`config.mk`:
```
export PLATFORM = sky130hd
export DESIGN_NAME = regfile_mp_scoreboard
export DESIGN_NICKNAME = d
export VERILOG_FILES = /design/src/rtl/regfile_mp_scoreboard.sv
export SDC_FILE = /design/constraint.sdc
export NUM_CORES = 2
export LEC_CHECK = 0
export CAP_MARGIN = 10
export CORE_MARGIN = 4
export CORE_UTILIZATION = 55
export CTS_CLUSTER_DIAMETER = 80
export DETAILED_ROUTE_END_ITERATION = 12
export PLACE_DENSITY = 0.68
export SLEW_MARGIN = 5
export SYNTH_ARGS = -nofsm -noshare
export SYNTH_HDL_FRONTEND = slang
export SYNTH_SLANG_ARGS = --single-unit
```
`constraint.sdc`:
```
create_clock -name clk -period 5.9 [get_ports clk]
set_clock_uncertainty 0.1 [all_clocks]
set_input_delay 0.885 -clock clk [delete_from_list [all_inputs] [get_ports clk]]
set_output_delay 0.885 -clock clk [all_outputs]
set_load 0.01 [all_outputs]
```
`src/rtl/regfile_mp_scoreboard.sv`:
```
// rtl/regfile_mp_scoreboard.sv - multi-read, dual-write register file with pending scoreboard (optional write-first forwarding under REGFILE_BYPASS_EN)
module regfile_mp_scoreboard #(
  parameter int XLEN = 32,
  parameter int NREG = 32,
  parameter int AW   = 5,
  parameter int NRD  = 2
) (
  input  logic                clk,
  input  logic                rst,
  input  logic [NRD*AW-1:0]   ra,
  output logic [NRD*XLEN-1:0] rd,
  output logic [NRD-1:0]      rd_busy,
  input  logic                we0,
  input  logic [AW-1:0]       wa0,
  input  logic [XLEN-1:0]     wd0,
  input  logic                we1,
  input  logic [AW-1:0]       wa1,
  input  logic [XLEN-1:0]     wd1,
  input  logic                iss_en,
  input  logic [AW-1:0]       iss_rd,
  input  logic                flush,
  output logic [AW:0]         pend_cnt
);

  logic [XLEN-1:0] regs [NREG];
  logic [NREG-1:0] pend;
  logic [NREG-1:0] pend_nxt;

  function automatic logic [AW:0] popcount(input logic [NREG-1:0] p);
    logic [AW:0] c;
    c = '0;
    for (int k = 0; k < NREG; k++) begin
      c = c + (AW+1)'(p[k]);
    end
    return c;
  endfunction

  // Register writes; port 0 is applied last so it wins a same-address conflict
  always_ff @(posedge clk or negedge rst) begin
    if (!rst) begin
      for (int r = 0; r < NREG; r++) begin
        regs[r] <= '0;
      end
    end else begin
      if (we1 && (wa1 != '0)) regs[wa1] <= wd1;
      if (we0 && (wa0 != '0)) regs[wa0] <= wd0;
    end
  end

  // Next pending set: flush, then writeback clears, then issue sets (issue supersedes completion)
  always_comb begin
    pend_nxt = flush ? '0 : pend;
    if (we0) pend_nxt[wa0] = 1'b0;
    if (we1) pend_nxt[wa1] = 1'b0;
    if (iss_en) pend_nxt[iss_rd] = 1'b1;
    pend_nxt[0] = 1'b0;
  end

  // Scoreboard flags and their registered population count
  always_ff @(posedge clk or negedge rst) begin
    if (!rst) begin
      pend     <= '0;
      pend_cnt <= '0;
    end else begin
      pend     <= pend_nxt;
      pend_cnt <= popcount(pend_nxt);
    end
  end

  genvar gi;
  generate
    for (gi = 0; gi < NRD; gi++) begin : gen_rd
      logic [AW-1:0] a;
      assign a = ra[gi*AW +: AW];
`ifdef REGFILE_BYPASS_EN
      // Read port with write-first forwarding from port 0, then port 1
      always_comb begin
        rd[gi*XLEN +: XLEN] = regs[a];
        rd_busy[gi]         = pend[a];
        if (we0 && (wa0 == a) && (a != '0)) begin
          rd[gi*XLEN +: XLEN] = wd0;
          rd_busy[gi]         = iss_en && (iss_rd == a);
        end else if (we1 && (wa1 == a) && (a != '0)) begin
          rd[gi*XLEN +: XLEN] = wd1;
          rd_busy[gi]         = iss_en && (iss_rd == a);
        end
      end
`else
      // Read port returning stored state only; x0 and pend[0] are never written
      always_comb begin
        rd[gi*XLEN +: XLEN] = regs[a];
        rd_busy[gi]         = pend[a];
      end
`endif
    end
  endgenerate

endmodule

```
After elaboration in Yosys (flattened, before gate mapping)
Cells that the tools add are included.
{"block": "op_classes", "addsub": 30, "mul": 0, "div_mod_pow": 0, "magnitude_cmp": 14, "eq_ne": 0, "shift": 0, "muxes": 28, "bitwise_logic": 9, "reduce_logical": 9}
{"cell": "$bwmux 1024", "count": 2}
{"cell": "$mux 1024", "count": 2}
{"cell": "$bmux 32 s5", "count": 2}
{"cell": "$demux 32 s5", "count": 2}
{"cell": "$mux 32", "count": 10}
{"cell": "$add 6x1->6", "count": 25}
{"cell": "$and 32x32->32", "count": 2}
{"cell": "$not 32->32", "count": 2}
{"cell": "$or 32x32->32", "count": 1}
{"cell": "$lt 5x6->1 const B", "count": 5}
{"cell": "$ge 6x6->1 const B", "count": 4}
{"cell": "$not 5->6", "count": 4}
{"cell": "$demux 1 s5", "count": 3}
{"cell": "$ge 5x1->1 const B", "count": 3}
{"cell": "$lt 6x1->1 const B", "count": 2}
{"cell": "$bmux 1 s5", "count": 2}
{"cell": "$reduce_bool 5->1", "count": 2}
{"cell": "$logic_and 1x1->1", "count": 7}
{"cell": "$add 5x1->6", "count": 1}
{"cell": "$add 4x1->5", "count": 1}
{"cell": "$mux 1", "count": 5}
{"cell": "$add 3x1->4", "count": 1}
{"cell": "$add 2x1->3", "count": 1}
{"cell": "$add 1x1->2", "count": 1}
{"block": "word_totals", "ff_bits": 1061, "latch_bits": 0, "ram_bits": 0, "rom_bits": 0, "input_bits": 95, "out_inout_bits": 72, "wordCells": 124, "mem_count": 0}

Depth between registers and ports, before layout
{"block": "depth", "ltp_word": 41, "mapped_depth": 22, "ltp_nobuf": 19}

Least setup slack after synthesis
No wires, ideal clock.
{"block": "synth_path", "path_kind": "input to register", "start": "input wa1[2]", "end": "register pend_cnt[4]", "setup_time_ns": 0.080, "arrival_ns": 6.264, "required_ns": 5.720, "setup_slack_ns": -0.544, "stages": 22, "n_path_buf": 3, "path_cell_list": "buf_4 -> nor3_1 -> buf_2 -> nand2_2 -> buf_2 -> nand3b_1 -> o22ai_1 -> fa_1 -> inv_1 -> fa_1 -> fa_1 -> fa_1 -> fa_1 -> inv_1 -> fa_1 -> fa_1 -> inv_1 -> fa_1 -> inv_1 -> a21o_1 -> a21oi_1 -> xnor2_1"}
{"block": "synth_via", "elab_chain_cells": 39, "word_cells_on_any_way": 40, "cone_classes": "add/sub (30); order compare (2); mux (4); bitwise (3); reduce/logical (1)"}
{"item": "start: declaration", "line": "17", "rtl": "input logic [AW-1:0] wa1,"}
{"item": "$lt 5x6->1 (not written as such) / $ge 5x1->1 (equally long branches)", "line": "54", "rtl": "if (we1) pend_nxt[wa1] = 1'b0;"}
{"item": "$logic_and 1x1->1 (not written as such)", "line": "54"}
{"item": "$mux 1 (not written as such)", "line": "54"}
{"item": "$demux 1 s5 (*)", "line": "54"}
{"item": "$not 32->32 (no source line) (*)"}
{"item": "$and 32x32->32 (no source line) (*)"}
{"item": "$mux 32 (*)", "line": "54"}
{"item": "$or 32x32->32 (no source line)"}
{"item": "$mux 32 (*)", "line": "55", "rtl": "if (iss_en) pend_nxt[iss_rd] = 1'b1;"}
{"item": "via pend_nxt[2]", "line": "27", "rtl": "logic [NREG-1:0] pend_nxt;"}
{"item": "$add 1x1->2 (*)", "line": "33", "rtl": "c = c + (AW+1)'(p[k]);"}
{"item": "$add 2x1->3 (*)", "line": "33"}
{"item": "$add 3x1->4 (*)", "line": "33"}
{"item": "$add 4x1->5 (*)", "line": "33"}
{"item": "$add 5x1->6 (*)", "line": "33"}
{"item": "$add 6x1->6 (*) (25 in series)", "line": "33"}
{"item": "end signal: assignment", "line": "66", "rtl": "pend_cnt <= popcount(pend_nxt);"}
{"item": "end: declaration", "line": "22", "rtl": "output logic [AW:0] pend_cnt"}
Mark *: on every way through the listed nets, which the timed path passes. The rest lies on a longest branch.

Worst setup path after layout
{"block": "layout_path", "start": "input wa0[3]", "end": "register pend_cnt[4]"}
{"block": "layout_via", "word_cells_on_any_way": 42, "cone_classes": "add/sub (30); order compare (2); mux (5); bitwise (4); reduce/logical (1)"}
{"item": "start: declaration", "line": "14", "rtl": "input logic [AW-1:0] wa0,"}
{"item": "$lt 5x6->1 (not written as such) / $ge 5x1->1 (equally long branches)", "line": "53", "rtl": "if (we0) pend_nxt[wa0] = 1'b0;"}
{"item": "$logic_and 1x1->1 (not written as such)", "line": "53"}
{"item": "$mux 1 (not written as such)", "line": "53"}
{"item": "$demux 1 s5 (*)", "line": "53"}
{"item": "$not 32->32 (no source line) (*)"}
{"item": "$and 32x32->32 (no source line) (*)"}
{"item": "$mux 32 (*)", "line": "53"}
{"item": "$and 32x32->32 (no source line)"}
{"item": "$mux 32 (*)", "line": "54"}
{"item": "$or 32x32->32 (no source line)"}
{"item": "$mux 32 (*)", "line": "55"}
{"item": "via pend_nxt[10]", "line": "27"}
{"item": "$add 6x1->6 (*) (22 in series)", "line": "33"}
Marks and branches as above.

==> metrics.csv <==
metric,value,unit
Top Family by Delay on Critical Path,adder cells,
post-route ant nets,0,
"top cells by area, synth","dfrtp_1 41%, mux4_2 18%, mux2i_1 15%",
register area share after synthesis,0.4069,
Startpoint Class,input port,
Post-Syn Nets,6072,
first-pass GRT wire length,356000,µm
share of the synthesized area in the top cell type,0.4069,
setup ws final,0.1183,ns
Post-DP HPWL,135600,µm
GRT Residual Overflow,0,
layout cell share with drive strength beyond 1,0.1946,
ys flop type,dfrtp_1,
H-tree levels,3,
routed vias/inst,7.008,
Pins Over Slew Limit,0,
CTS Buf Count,117,
cells after synthesis,5947,
Post-synth EDFFs,0,
"Async S/R FF share, synth",1.000,
deepest clock path buffer count,3,
final core occ,0.6177,
worst-path fanout max,9,
highest routed layer,met5,
Slew @ Worst Pin,1.284,ns
Root Driver,clkbuf_16,
Routed WL,247300,µm
Met1 Routed Length,90430,µm
Core Area,117900,µm²
Post-Syn Area,65260,µm²
period utilization,0.9799,
leading area contributor after synthesis,dfrtp_1,
wire length on met3,31750,µm
Critical Path AT,6.32,ns
total global-route track usage,0.3907,
std cell rows,126,
Via Count,52310,
initial antenna violation count,26,
cell mode on critical path,fa_1,
vias in the first global route,51330,
largest net degree at the start of global routing,152,
Syn. warnings,0,
Initial DRT Pass Iterations,9,
dpl ws,-0.7961,ns
chip width,352.5,µm
worst skew pair latency,0.74,ns
Hold/Removal Path Class,in2async,
post-synth cell types,59,
Leak,31.30,nW
fmax,173.0,MHz
post-route minimum period,5.782,ns
CTS sink cnt,1061,
nets@finish,5937,
Hold WS,0.08772,ns
CP required,6.44,ns
wire per inst,33.13,µm
Slew HR,0.1410,
routed wl met2,108900,µm
CP Buf/Inv Count,5,
drt first-iter violations,7372,
max-cap violations,0,
CP Class,in2reg,
Syn Area/Cell,10.97,µm²
"FF+latch count, synth",1061,
cells along the critical path,dlygate4sd2_1 > or3b_4 > nor2_4 > o22ai_2 > fa_1 > inv_1 > fa_1 > fa_1 > fa_1 > fa_1 > inv_1 > fa_1 > fa_2 > inv_2 > fa_2 > inv_1 > a21o_1 > a21oi_2 > xnor2_1,
IO Port Bufs,166,
Max VDD drop,0.2693,mV
die area,124200,µm²
I/O pin cnt,167,
"Largest stage delay, worst path",0.55,ns
status,finished clean,
drt drc,0,
total power,24.04,mW
count of final setup violators,0,
Critical Path End Type,flip-flop,
Hold Fails Final Rpt,0,
die height,352.5,µm
area grow syn2layout,11.62,%
slowest CP cell,fa_1,
Worst-path clk slew,0.06,ns
hold_buf cts,0,
starting density of the core,0.5534,
Final GP Congestion,0.9149,
CTS tree,built,
Pwr Density,330.0,nW/µm²
[logic make-up after synthesis]
logic type / count (synthesis) / share of synthesized area
and+or+nand+nor: 1197 / 0.07990
xor gates and xnor gates: 3 / 0.0004027
buffers and inverters: 760 / 0.05852
muxes: 1523 / 0.3331
AOI/OAI and AO/OA: 1373 / 0.1128
DFF: 1061 / 0.4069
adders and majority gates: 30 / 0.008398
[path summary, 6_finish.rpt]
check | slack, ns | to | cells past startpoint | from
max | 0.12 | pend_cnt[4]$_DFF_PN0_ | 19 | wa0[3]
max reg2reg | 0.61 | pend_cnt[4]$_DFF_PN0_ | 16 | pend[28]$_DFF_PN0_
min | 0.09 | regs[764]$_DFF_PN0_ | 1 | rst
min in group clk | 0.30 | regs[1017]$_DFF_PN0_ | 0 | regs[1017]$_DFF_PN0_
min reg2reg | 0.30 | regs[1017]$_DFF_PN0_ | 0 | regs[1017]$_DFF_PN0_
max in group asynchronous | 4.20 | regs[454]$_DFF_PN0_ | 2 | rst
[power breakdown]
| part | internal [mW] | switching [mW] | leakage (nW) |
|---|---|---|---|
| clock | 4.56 | 3.20 | 1.98 |
| sequential | 9.10 | 1.41 | 13.1 |
| combinational | 3.22 | 2.54 | 16.2 |
| total | 16.9 | 7.16 | 31.3 |
[synthesized netlist by cell type, drive strengths merged, types with 8 or more instances]
cell type	number
a21boi	8
nor4	64
inv	31
o22ai	271
dfrtp	1061
nand2	589
nor3b	17
mux2i	997
buf	372
mux2	8
o2bb2ai	9
mux4	518
nand2b	8
or3b	8
o21ai	668
nor2	424
fa	23
nand3	16
clkbuf	357
nand3b	35
a21oi	387
[placed cells by master, fill, tap and decap left out, types with 29 or more instances in the layout]
| cell type | n |
|---|---|
| inv_1 | 30 |
| nand3b_1 | 32 |
| o22ai_1 | 263 |
| clkbuf_1 | 32 |
| o21ai_0 | 560 |
| clkbuf_16 | 120 |
| nor4_1 | 64 |
| nand2_1 | 556 |
| dfrtp_1 | 1061 |
| mux2i_1 | 997 |
| buf_4 | 253 |
| mux4_2 | 518 |
| buf_12 | 41 |
| o21ai_1 | 108 |
| clkdlybuf4s50_1 | 143 |
| a21oi_1 | 384 |
| nor2_4 | 30 |
| clkbuf_8 | 29 |
| nor2_1 | 387 |
[area by class of cell]
| cell class | instances | area (µm²) |
|---|---|---|
| Clock inverter | 38 | 548.0 |
| Timing Repair Buffer | 475 | 4690 |
| Antenna cell | 18 | 45.04 |
| Sequential cell | 1061 | 26550 |
| Clock buffer | 179 | 3472 |
| Tap cell | 1536 | 1922 |
| Inverter | 31 | 116.4 |
| Multi-Input combinational cell | 4126 | 35490 |
| Fill cell | 9342 | 45090 |
[routing by layer]
layer	vias to the layer above	track usage
li1	21620	-
met1	26200	0.5117
met2	3619	0.5771
met3	858	0.1215
met4	16	0.2293
met5	-	0
[flip-flops by register name, summed over array words and instances, names as in the netlist]
register	flops
regs	1024
pend	31
pend_cnt	6
[what timing repair did]
item                       CTS  global route
setup endpoints to repair    1             5
cloned                       0             2
pin swaps                    0            22
buffers inserted             0             8
resized for setup            4            53
[through the flow]
stage	std cells	setup TNS (ns)	instance area, µm²
2_1_floorplan	5947	-0.9043	65320
3_3_place_gp	7213	-3.378	68340
3_5_place_dp	7213	-3.626	68340
4_1_cts	7430	0	72370
5_1_grt	7456	-0.03103	72820
6_report	7464	0	72840
(Power assumes the default switching activity.)
